$ cat src/rtl/vga_timing_gen.sv
// ---------------------------------------------------------------------------
// vga_timing_gen
//   Raster timing generator for the video output path. Walks full horizontal
//   and vertical periods (active + front porch + sync + back porch) at the
//   pixel rate. The counters advance only on cycles where clk_en is high.
//   Every output is decoded from the counter values being loaded and is
//   registered on the same edge. Outputs therefore line up with x_pos/y_pos
//   with no extra latency.
//
// Ports
//   CLK_40       in   1        pixel-domain clock
//   reset_n      in   1        synchronous reset, active-low
//   clk_en       in   1        pixel advance enable; counters hold when low
//   x_pos        out  X_W      horizontal count, 0..H_TOTAL-1
//   y_pos        out  Y_W      vertical count, 0..V_TOTAL-1
//   active       out  1        visible-area flag
//   hsync        out  1        horizontal sync, polarity HS_POL
//   vsync        out  1        vertical sync, polarity VS_POL
//   line_start   out  1        one-cycle strobe when x_pos enters 0
//   frame_start  out  1        one-cycle strobe when (x_pos,y_pos) enters (0,0)
//   frame_cnt    out  FRAME_W  number of the current frame
// ---------------------------------------------------------------------------
module vga_timing_gen #(
    parameter int H_ACTIVE = 800,
    parameter int H_FP     = 40,
    parameter int H_SYNC   = 128,
    parameter int H_BP     = 88,
    parameter int V_ACTIVE = 600,
    parameter int V_FP     = 1,
    parameter int V_SYNC   = 4,
    parameter int V_BP     = 23,
    parameter bit HS_POL   = 1'b1,
    parameter bit VS_POL   = 1'b1,
    parameter int FRAME_W  = 16,
    localparam int H_TOTAL = H_ACTIVE + H_FP + H_SYNC + H_BP,
    localparam int V_TOTAL = V_ACTIVE + V_FP + V_SYNC + V_BP,
    localparam int X_W     = $clog2(H_TOTAL),
    localparam int Y_W     = $clog2(V_TOTAL)
) (
    input  logic               CLK_40,
    input  logic               reset_n,
    input  logic               clk_en,
    output logic [X_W-1:0]     x_pos,
    output logic [Y_W-1:0]     y_pos,
    output logic               active,
    output logic               hsync,
    output logic               vsync,
    output logic               line_start,
    output logic               frame_start,
    output logic [FRAME_W-1:0] frame_cnt
);

    generate
        if (H_ACTIVE < 1 || H_FP < 1 || H_SYNC < 1 || H_BP < 1 ||
            V_ACTIVE < 1 || V_FP < 1 || V_SYNC < 1 || V_BP < 1 || FRAME_W < 1) begin : g_param_check
            $error("vga_timing_gen: every timing parameter and FRAME_W must be >= 1");
        end
    endgenerate

    // Decode boundaries. Because each porch is at least one pixel or line,
    // every boundary is at most TOTAL-1 and fits the counter width.
    localparam logic [X_W-1:0] X_LAST   = X_W'(H_TOTAL - 1);
    localparam logic [Y_W-1:0] Y_LAST   = Y_W'(V_TOTAL - 1);
    localparam logic [X_W-1:0] X_ACT    = X_W'(H_ACTIVE);
    localparam logic [Y_W-1:0] Y_ACT    = Y_W'(V_ACTIVE);
    localparam logic [X_W-1:0] HS_START = X_W'(H_ACTIVE + H_FP);
    localparam logic [X_W-1:0] HS_END   = X_W'(H_ACTIVE + H_FP + H_SYNC);
    localparam logic [Y_W-1:0] VS_START = Y_W'(V_ACTIVE + V_FP);
    localparam logic [Y_W-1:0] VS_END   = Y_W'(V_ACTIVE + V_FP + V_SYNC);

    logic [X_W-1:0]     r_x;
    logic [Y_W-1:0]     r_y;
    logic               r_active;
    logic               r_hsync;
    logic               r_vsync;
    logic               r_line_start;
    logic               r_frame_start;
    logic [FRAME_W-1:0] r_frame_cnt;

    logic               w_x_last;
    logic               w_y_last;
    logic [X_W-1:0]     w_x_next;
    logic [Y_W-1:0]     w_y_next;
    logic               w_frame_wrap;

    always_comb begin
        w_x_last     = (r_x == X_LAST);
        w_y_last     = (r_y == Y_LAST);
        w_x_next     = w_x_last ? '0 : r_x + X_W'(1);
        // y only moves on the line wrap, so vsync can only change with x_pos = 0.
        w_y_next     = w_x_last ? (w_y_last ? '0 : r_y + Y_W'(1)) : r_y;
        w_frame_wrap = w_x_last && w_y_last;
    end

    // The reset values are the decode of the last pixel of a frame, so the
    // first enabled edge after reset lands on (0,0), raises frame_start and
    // moves frame_cnt from all-ones to 0.
    always_ff @(posedge CLK_40) begin
        if (!reset_n) begin
            r_x           <= X_LAST;
            r_y           <= Y_LAST;
            r_active      <= 1'b0;
            r_hsync       <= ~HS_POL;
            r_vsync       <= ~VS_POL;
            r_line_start  <= 1'b0;
            r_frame_start <= 1'b0;
            r_frame_cnt   <= '1;
        end else if (clk_en) begin
            r_x           <= w_x_next;
            r_y           <= w_y_next;
            r_active      <= (w_x_next < X_ACT) && (w_y_next < Y_ACT);
            r_hsync       <= ((w_x_next >= HS_START) && (w_x_next < HS_END)) ? HS_POL : ~HS_POL;
            r_vsync       <= ((w_y_next >= VS_START) && (w_y_next < VS_END)) ? VS_POL : ~VS_POL;
            r_line_start  <= w_x_last;
            r_frame_start <= w_frame_wrap;
            if (w_frame_wrap) begin
                r_frame_cnt <= r_frame_cnt + FRAME_W'(1);
            end
        end else begin
            // Hold position and levels; strobes last only the enabled cycle.
            r_line_start  <= 1'b0;
            r_frame_start <= 1'b0;
        end
    end

    assign x_pos       = r_x;
    assign y_pos       = r_y;
    assign active      = r_active;
    assign hsync       = r_hsync;
    assign vsync       = r_vsync;
    assign line_start  = r_line_start;
    assign frame_start = r_frame_start;
    assign frame_cnt   = r_frame_cnt;

endmodule

$ cat config.mk
export PLATFORM = sky130hd
export DESIGN_NAME = vga_timing_gen
export DESIGN_NICKNAME = d
export VERILOG_FILES = /design/src/rtl/vga_timing_gen.sv
export SDC_FILE = /design/constraint.sdc
export NUM_CORES = 1
export LEC_CHECK = 0
export BUFFER_PORTS_ARGS = -buffer_cell sky130_fd_sc_hd__buf_2
export CORE_MARGIN = 1
export CORE_UTILIZATION = 50
export DETAILED_ROUTE_END_ITERATION = 10
export GPL_ROUTABILITY_DRIVEN = 0
export PLACE_DENSITY = 0.76
export SLEW_MARGIN = 5
export SYNTH_ARGS = -nofsm -noshare
export SYNTH_HDL_FRONTEND = slang
export SYNTH_SLANG_ARGS = --single-unit
export TNS_END_PERCENT = 50
$ cat constraint.sdc
create_clock -name CLK_40 -period 2.2 [get_ports CLK_40]
set_input_delay 0 -clock CLK_40 [delete_from_list [all_inputs] [get_ports CLK_40]]
set_output_delay 0 -clock CLK_40 [all_outputs]
set_load 0.03 [all_outputs]
==> reports/metrics.yaml, run 1 <==
rows: 25
swShare_pct: 39.4
startpoint: "x_pos[5]$_SDFFE_PN0P_"
total_power_uw: 2890
antenna_left: 0
die_w_um: 72.4
yosys_warnings: 0
cts_buffer_depth: 2
synth_area_leaders: "dfxtp_1, nand2_1, xnor2_1, nand3_1, nand4_1"
layout_min_cycle_time_ns: 2.07
drv_cap: 0
timing.fmax_mhz: 483
avgSynthCellArea_um2: 8.07
coreArea_mm2: 0.00475
cts-resized-gates: 0
dp_hpwl_mm: 4.29
synthesis.nets: 313
synth_area_leader_cell: "dfxtp_1"
die_area_mm2: 0.00524
cts_tree: "yes"
p_leak_uw: 0.00123
vdd_drop_max_uv: 436
ys.flop_type: "dfxtp_1"
grt_pass1_vias: 2199
pwr-share-comb_pct: 40.2
ys_seq_area_share_pct: 34.0
cts.sinks: 42
crit_path_max_fanout: 6
numCtsBuffers: 5
grt_usage_pct: 25.1
drc: 0
crit_chain: "nor4b_4 > nand2_2 > or4_4 > a32oi_2 > a31oi_1 > o21ai_1"
worstPathRequired_ns: 2.45
grt_pass1_wl_mm: 10.3
root_buffer: "clkbuf_8"
grt_overflow: 0
tightest_slew_ns: 0.435
finalHoldViolCount: 0
hold_path.class: "in2reg"
drive_gt1_share_pct: 27.0
htree_levels: 2
setup_ws_ns: 0.130
num_vias: 2493
maxSlewViolCount: 0
arrival_ns: 2.32
cts_setup_buffers: 0
synth.distinct_cells: 56
seq_power_share_pct: 34.0
r2r-start: "x_pos[5]$_SDFFE_PN0P_"
portBuffers: 44
synth_cells: 307
slowest_stage: "or4_4"
syn_to_final_growth_pct: 20.7
antenna_found_initial: 0
final_cell_mix: "nand2_1, buf_2, dfxtp_1, nand3_1, buf_4"
async_flop_share_pct: 0
cts_hold_buf: 0
fin_setup_tns_ns: 0
die_h_um: 72.4
power_density_mw_per_mm2: 968
synth_top_area_share_pct: 34.0
final_net_count: 361
startpoint_type: "flip-flop"
dr.first_iter.drc_count: 205
pre_cts_ws_ns: 0.0595
clock_latency_ns: 0.31
finalCoreUtilization_pct: 62.8
intPower_uw: 1750
relSlewSlack_pct: 70.8
synth_edf_count: 0
status: "finished, final reports clean"
yosys_register_bits: 42
dr.pass1.iters: 4
crit_type: "reg2reg"
synthesis.area_mm2: 0.00248
antenna_cells: 0
ioPinCount: 45
routed_wl_mm: 6.24
pwr-share-clk_pct: 25.7
viasPerCell: 5.89
grt_max_degree: 26
net-switching-power_uw: 1140
hold_start: "reset_n"
setup_viol: 0
skew_ns: 0.00349
period_share_pct: 94.1
start_util_pct: 52.1
wl_per_cell_um: 14.7
cts.reportedPaths.clkPinSlew_ns: 0.08
critPathCaptureType: "flip-flop"
cpPeakStageDelay_ns: 0.55
-- metrics by stage --
step	cells	area [um2]	hold slack, ns
6_report	423	2990	0.0165
5_1_grt	423	2990	0.0378
4_1_cts	423	2960	0.00413
3_5_place_dp	415	2820	0.330
3_3_place_gp	415	2820	0.327
2_1_floorplan	307	2480	0.169
-- kinds of logic (layout without fill, tap and decap cells) --
group / Yosys count / after routing / synth area share, %
DFF: 42 / 42 / 34.0
buffers and inverters: 30 / 79 / 5.76
AOI/OAI and AO/OA: 56 / 56 / 15.9
muxes: 1 / 1 / 0.404
and+or+nand+nor: 150 / 150 / 33.7
adders and majority gates: 3 / 3 / 1.52
xor gates and xnor gates: 25 / 25 / 8.84
-- cells in the mapped netlist, drive strengths merged (2+ instances only) --
master  number
a211oi       2
a21o         3
a21oi        5
a31oi        5
a32oi        4
and2         9
and3         7
and4         5
buf          7
clkbuf      16
dfxtp       42
ha           3
inv          7
nand2       45
nand2b       2
nand3       23
nand4       15
nand4b       2
nor2        13
nor2b        3
nor3        10
nor4         2
o21a         2
o21ai       19
o221ai       2
o311ai       5
or3          8
xnor2       17
xor2         8
-- power by group through the flow --
stage	logic (uW)	clock network, uW	registers (uW)
CTS	1140	758	980
detailed placement	1130	0	998
global route	1280	792	1000
global placement	1110	0	992
finish	1160	744	985
floorplan	658	0	1150
-- layout make-up --
type | instances | area (um2)
clock buffers | 5 | 68.8
clock inverters | 3 | 68.8
fillers | 439 | 1770
inverters | 7 | 26.3
multi-input cells | 235 | 1520
flip-flops and latches | 42 | 851
well taps | 67 | 83.8
repair buffers | 64 | 370
-- worst max-delay path: cells and delay by family, from the launching register on --
kind,cells,cell delay (ns)
AND/OR/NAND/NOR,3,1.14
AO/OA/AOI/OAI,3,0.53
flip-flops,1,0.34
-- flip-flops by register name (all words and copies together) (netlist names) --
register / flops
active: 1
vsync: 1
x_pos: 11
frame_start: 1
frame_cnt: 16
hsync: 1
y_pos: 10
line_start: 1
-- per-layer routing --
metal / part of all wire, % / track usage, % / vias up
met1: 45 / 32.7 / 1177
met4: 1.5 / 10.2 / 0
met3: 6.1 / 4.86 / 14
met2: 47 / 40.8 / 91
li1: - / - / 1211
met5: 0 / 0 / -
-- final timing paths --
kind,slack [ns],endpoint,cells after the start
setup / recovery,0.13,active$_SDFFE_PN0P_,6
hold / removal,0.02,x_pos[4]$_SDFFE_PN1P_,2
setup reg to reg,0.13,active$_SDFFE_PN0P_,6
hold reg to reg,0.49,hsync$_SDFFE_PN0P_,1
(Power assumes the default switching activity.)
==> run 2, diff against run 1 <==
CELL_PAD_IN_SITES_DETAIL_PLACEMENT = 2   (was unset)
CELL_PAD_IN_SITES_GLOBAL_PLACEMENT = 2   (was unset)
CORE_UTILIZATION = 29   (was 50)
PLACE_DENSITY = unset   (was 0.76)
PLACE_DENSITY_LB_ADDON = 0.1   (was unset)
==> reports/metrics.yaml, run 2 (synthesized netlist as in run 1, its figures left out) <==
hold_depth: 3
portBuffers: 44
grt_pass1_vias: 2534
antenna_found_initial: 0
min_to: "line_start$_SDFF_PN0_"
drive_gt1_share_pct: 28.5
cts_tree: "yes"
largest_reg_flops: 16
cts.sinks: 42
antenna_cells: 0
rr_worst_depth: 6
die_w_um: 94.4
antenna_left: 0
crit_type: "reg2reg"
grt_overflow: 0
startpoint_type: "flip-flop"
skew_ns: 0.00680
final_cell_mix: "nand2_1, buf_2, dfxtp_1, buf_4, nand3_1"
drc: 0
syn_to_final_growth_pct: 25.3
startpoint: "x_pos[5]$_SDFFE_PN0P_"
numCtsBuffers: 5
root_buffer: "clkbuf_8"
die_h_um: 94.4
total_power_uw: 2890
htree_levels: 2
arrival_ns: 2.30
r2r-end: "active$_SDFFE_PN0P_"
rows: 33
ioPinCount: 45
die_area_mm2: 0.00891
fin_setup_tns_ns: 0
relSlewSlack_pct: 72.8
period_share_pct: 93.8
vdd_drop_max_uv: 307
crit_path_max_fanout: 6
power_density_mw_per_mm2: 932
grt_usage_pct: 19.6
setup_viol: 0
hold_start: "clk_en"
dr.pass1.iters: 4
holdWs_ns: 0.259
status: "finished, final reports clean"
r2r-start: "x_pos[5]$_SDFFE_PN0P_"
num_vias: 2557
grt_max_degree: 31
maxSlewViolCount: 0
layout_min_cycle_time_ns: 2.06
tightest_slew_ns: 0.406
seqCellArea_um2: 846
hold_path.class: "in2reg"
worstPathRequired_ns: 2.43
cts_buffer_depth: 2
cts.reportedPaths.clkPinSlew_ns: 0.09
critPathCaptureType: "flip-flop"
timing.fmax_mhz: 484
finalHoldViolCount: 0
final_net_count: 377
dp_hpwl_mm: 6.22
wl_per_cell_um: 17.3
drv_cap: 0
clock_latency_ns: 0.30
grt_pass1_wl_mm: 13.5
coreArea_mm2: 0.00826
routed_wl_mm: 8.26
multi_input_area_mm2: 0.00150
dr.first_iter.drc_count: 79
viasPerCell: 5.36
start_util_pct: 30.0
nFillCells: 986
p_leak_uw: 0.00128
rrSetupSlack_ns: 0.14
[run 2: final cells by class]
class                           count  area share (%)
Clock buffer                        6            2.34
Multi-Input combinational cell    235            48.2
Sequential cell                    42            27.3
Tap cell                          105            4.23
Inverter                            7           0.847
Timing Repair Buffer               80            15.9
Clock inverter                      2            1.21
[run 2: worst max-delay path by stage]
| stage | to | slack (ns) | cells after the start |
|---|---|---|---|
| after detailed placement | vsync$_SDFFE_PN0P_ | 0.08 | 7 |
| after global placement | vsync$_SDFFE_PN0P_ | 0.04 | 7 |
| after CTS | vsync$_SDFFE_PN0P_ | 0.06 | 7 |
| after floorplan | vsync$_SDFFE_PN0P_ | 0.009 | 8 |
| final | active$_SDFFE_PN0P_ | 0.14 | 6 |
| after global routing | frame_cnt[1]$_SDFFE_PN1P_ | -0.02 | 6 |
[run 2: worst max-delay path, stage by stage, from the launching register on]
cell and delay (ns):
dfxtp_1 0.34, nor4b_4 0.44, nand2_2 0.14, or4_4 0.55
a32oi_2 0.26, a31oi_1 0.13, o21ai_1 0.14
[run 2: power breakdown]
part / internal [uW] / switching (uW) / total (uW)
clock network: 339 / 297 / 636
logic: 494 / 794 / 1290
registers: 857 / 111 / 968
total: 1690 / 1200 / 2890
[run 2: timing repair]
action	in CTS	in global routing
setup buffers	0	3
endpoints found under the setup margin	0	5
endpoints found under the hold margin	1	0
gates resized for setup	0	1
hold buffers	1	0
[run 2: metrics by stage]
step / setup WS, ns / instances / util [%] / area (um2)
final: 0.135 / 477 / 37.6 / 3100
after global routing: -0.0222 / 477 / 37.6 / 3100
after floorplan: 0.00859 / 307 / - / 2480
after detailed placement: 0.0823 / 465 / 35.8 / 2960
after global placement: 0.0395 / 465 / 35.8 / 2960
after CTS: 0.0641 / 474 / 37.3 / 3080
[run 2: metal layers]
| layer | vias to the layer above | global-route usage [%] | wire length (um) | part of all wire [%] |
|---|---|---|---|---|
| met5 | - | 0 | 0 | 0 |
| met4 | 0 | 5.00 | 82 | 0.99 |
| met3 | 5 | 2.66 | 218 | 2.6 |
| met2 | 33 | 34.7 | 4220 | 51 |
| met1 | 1288 | 24.8 | 3750 | 45 |
| li1 | 1231 | - | - | - |
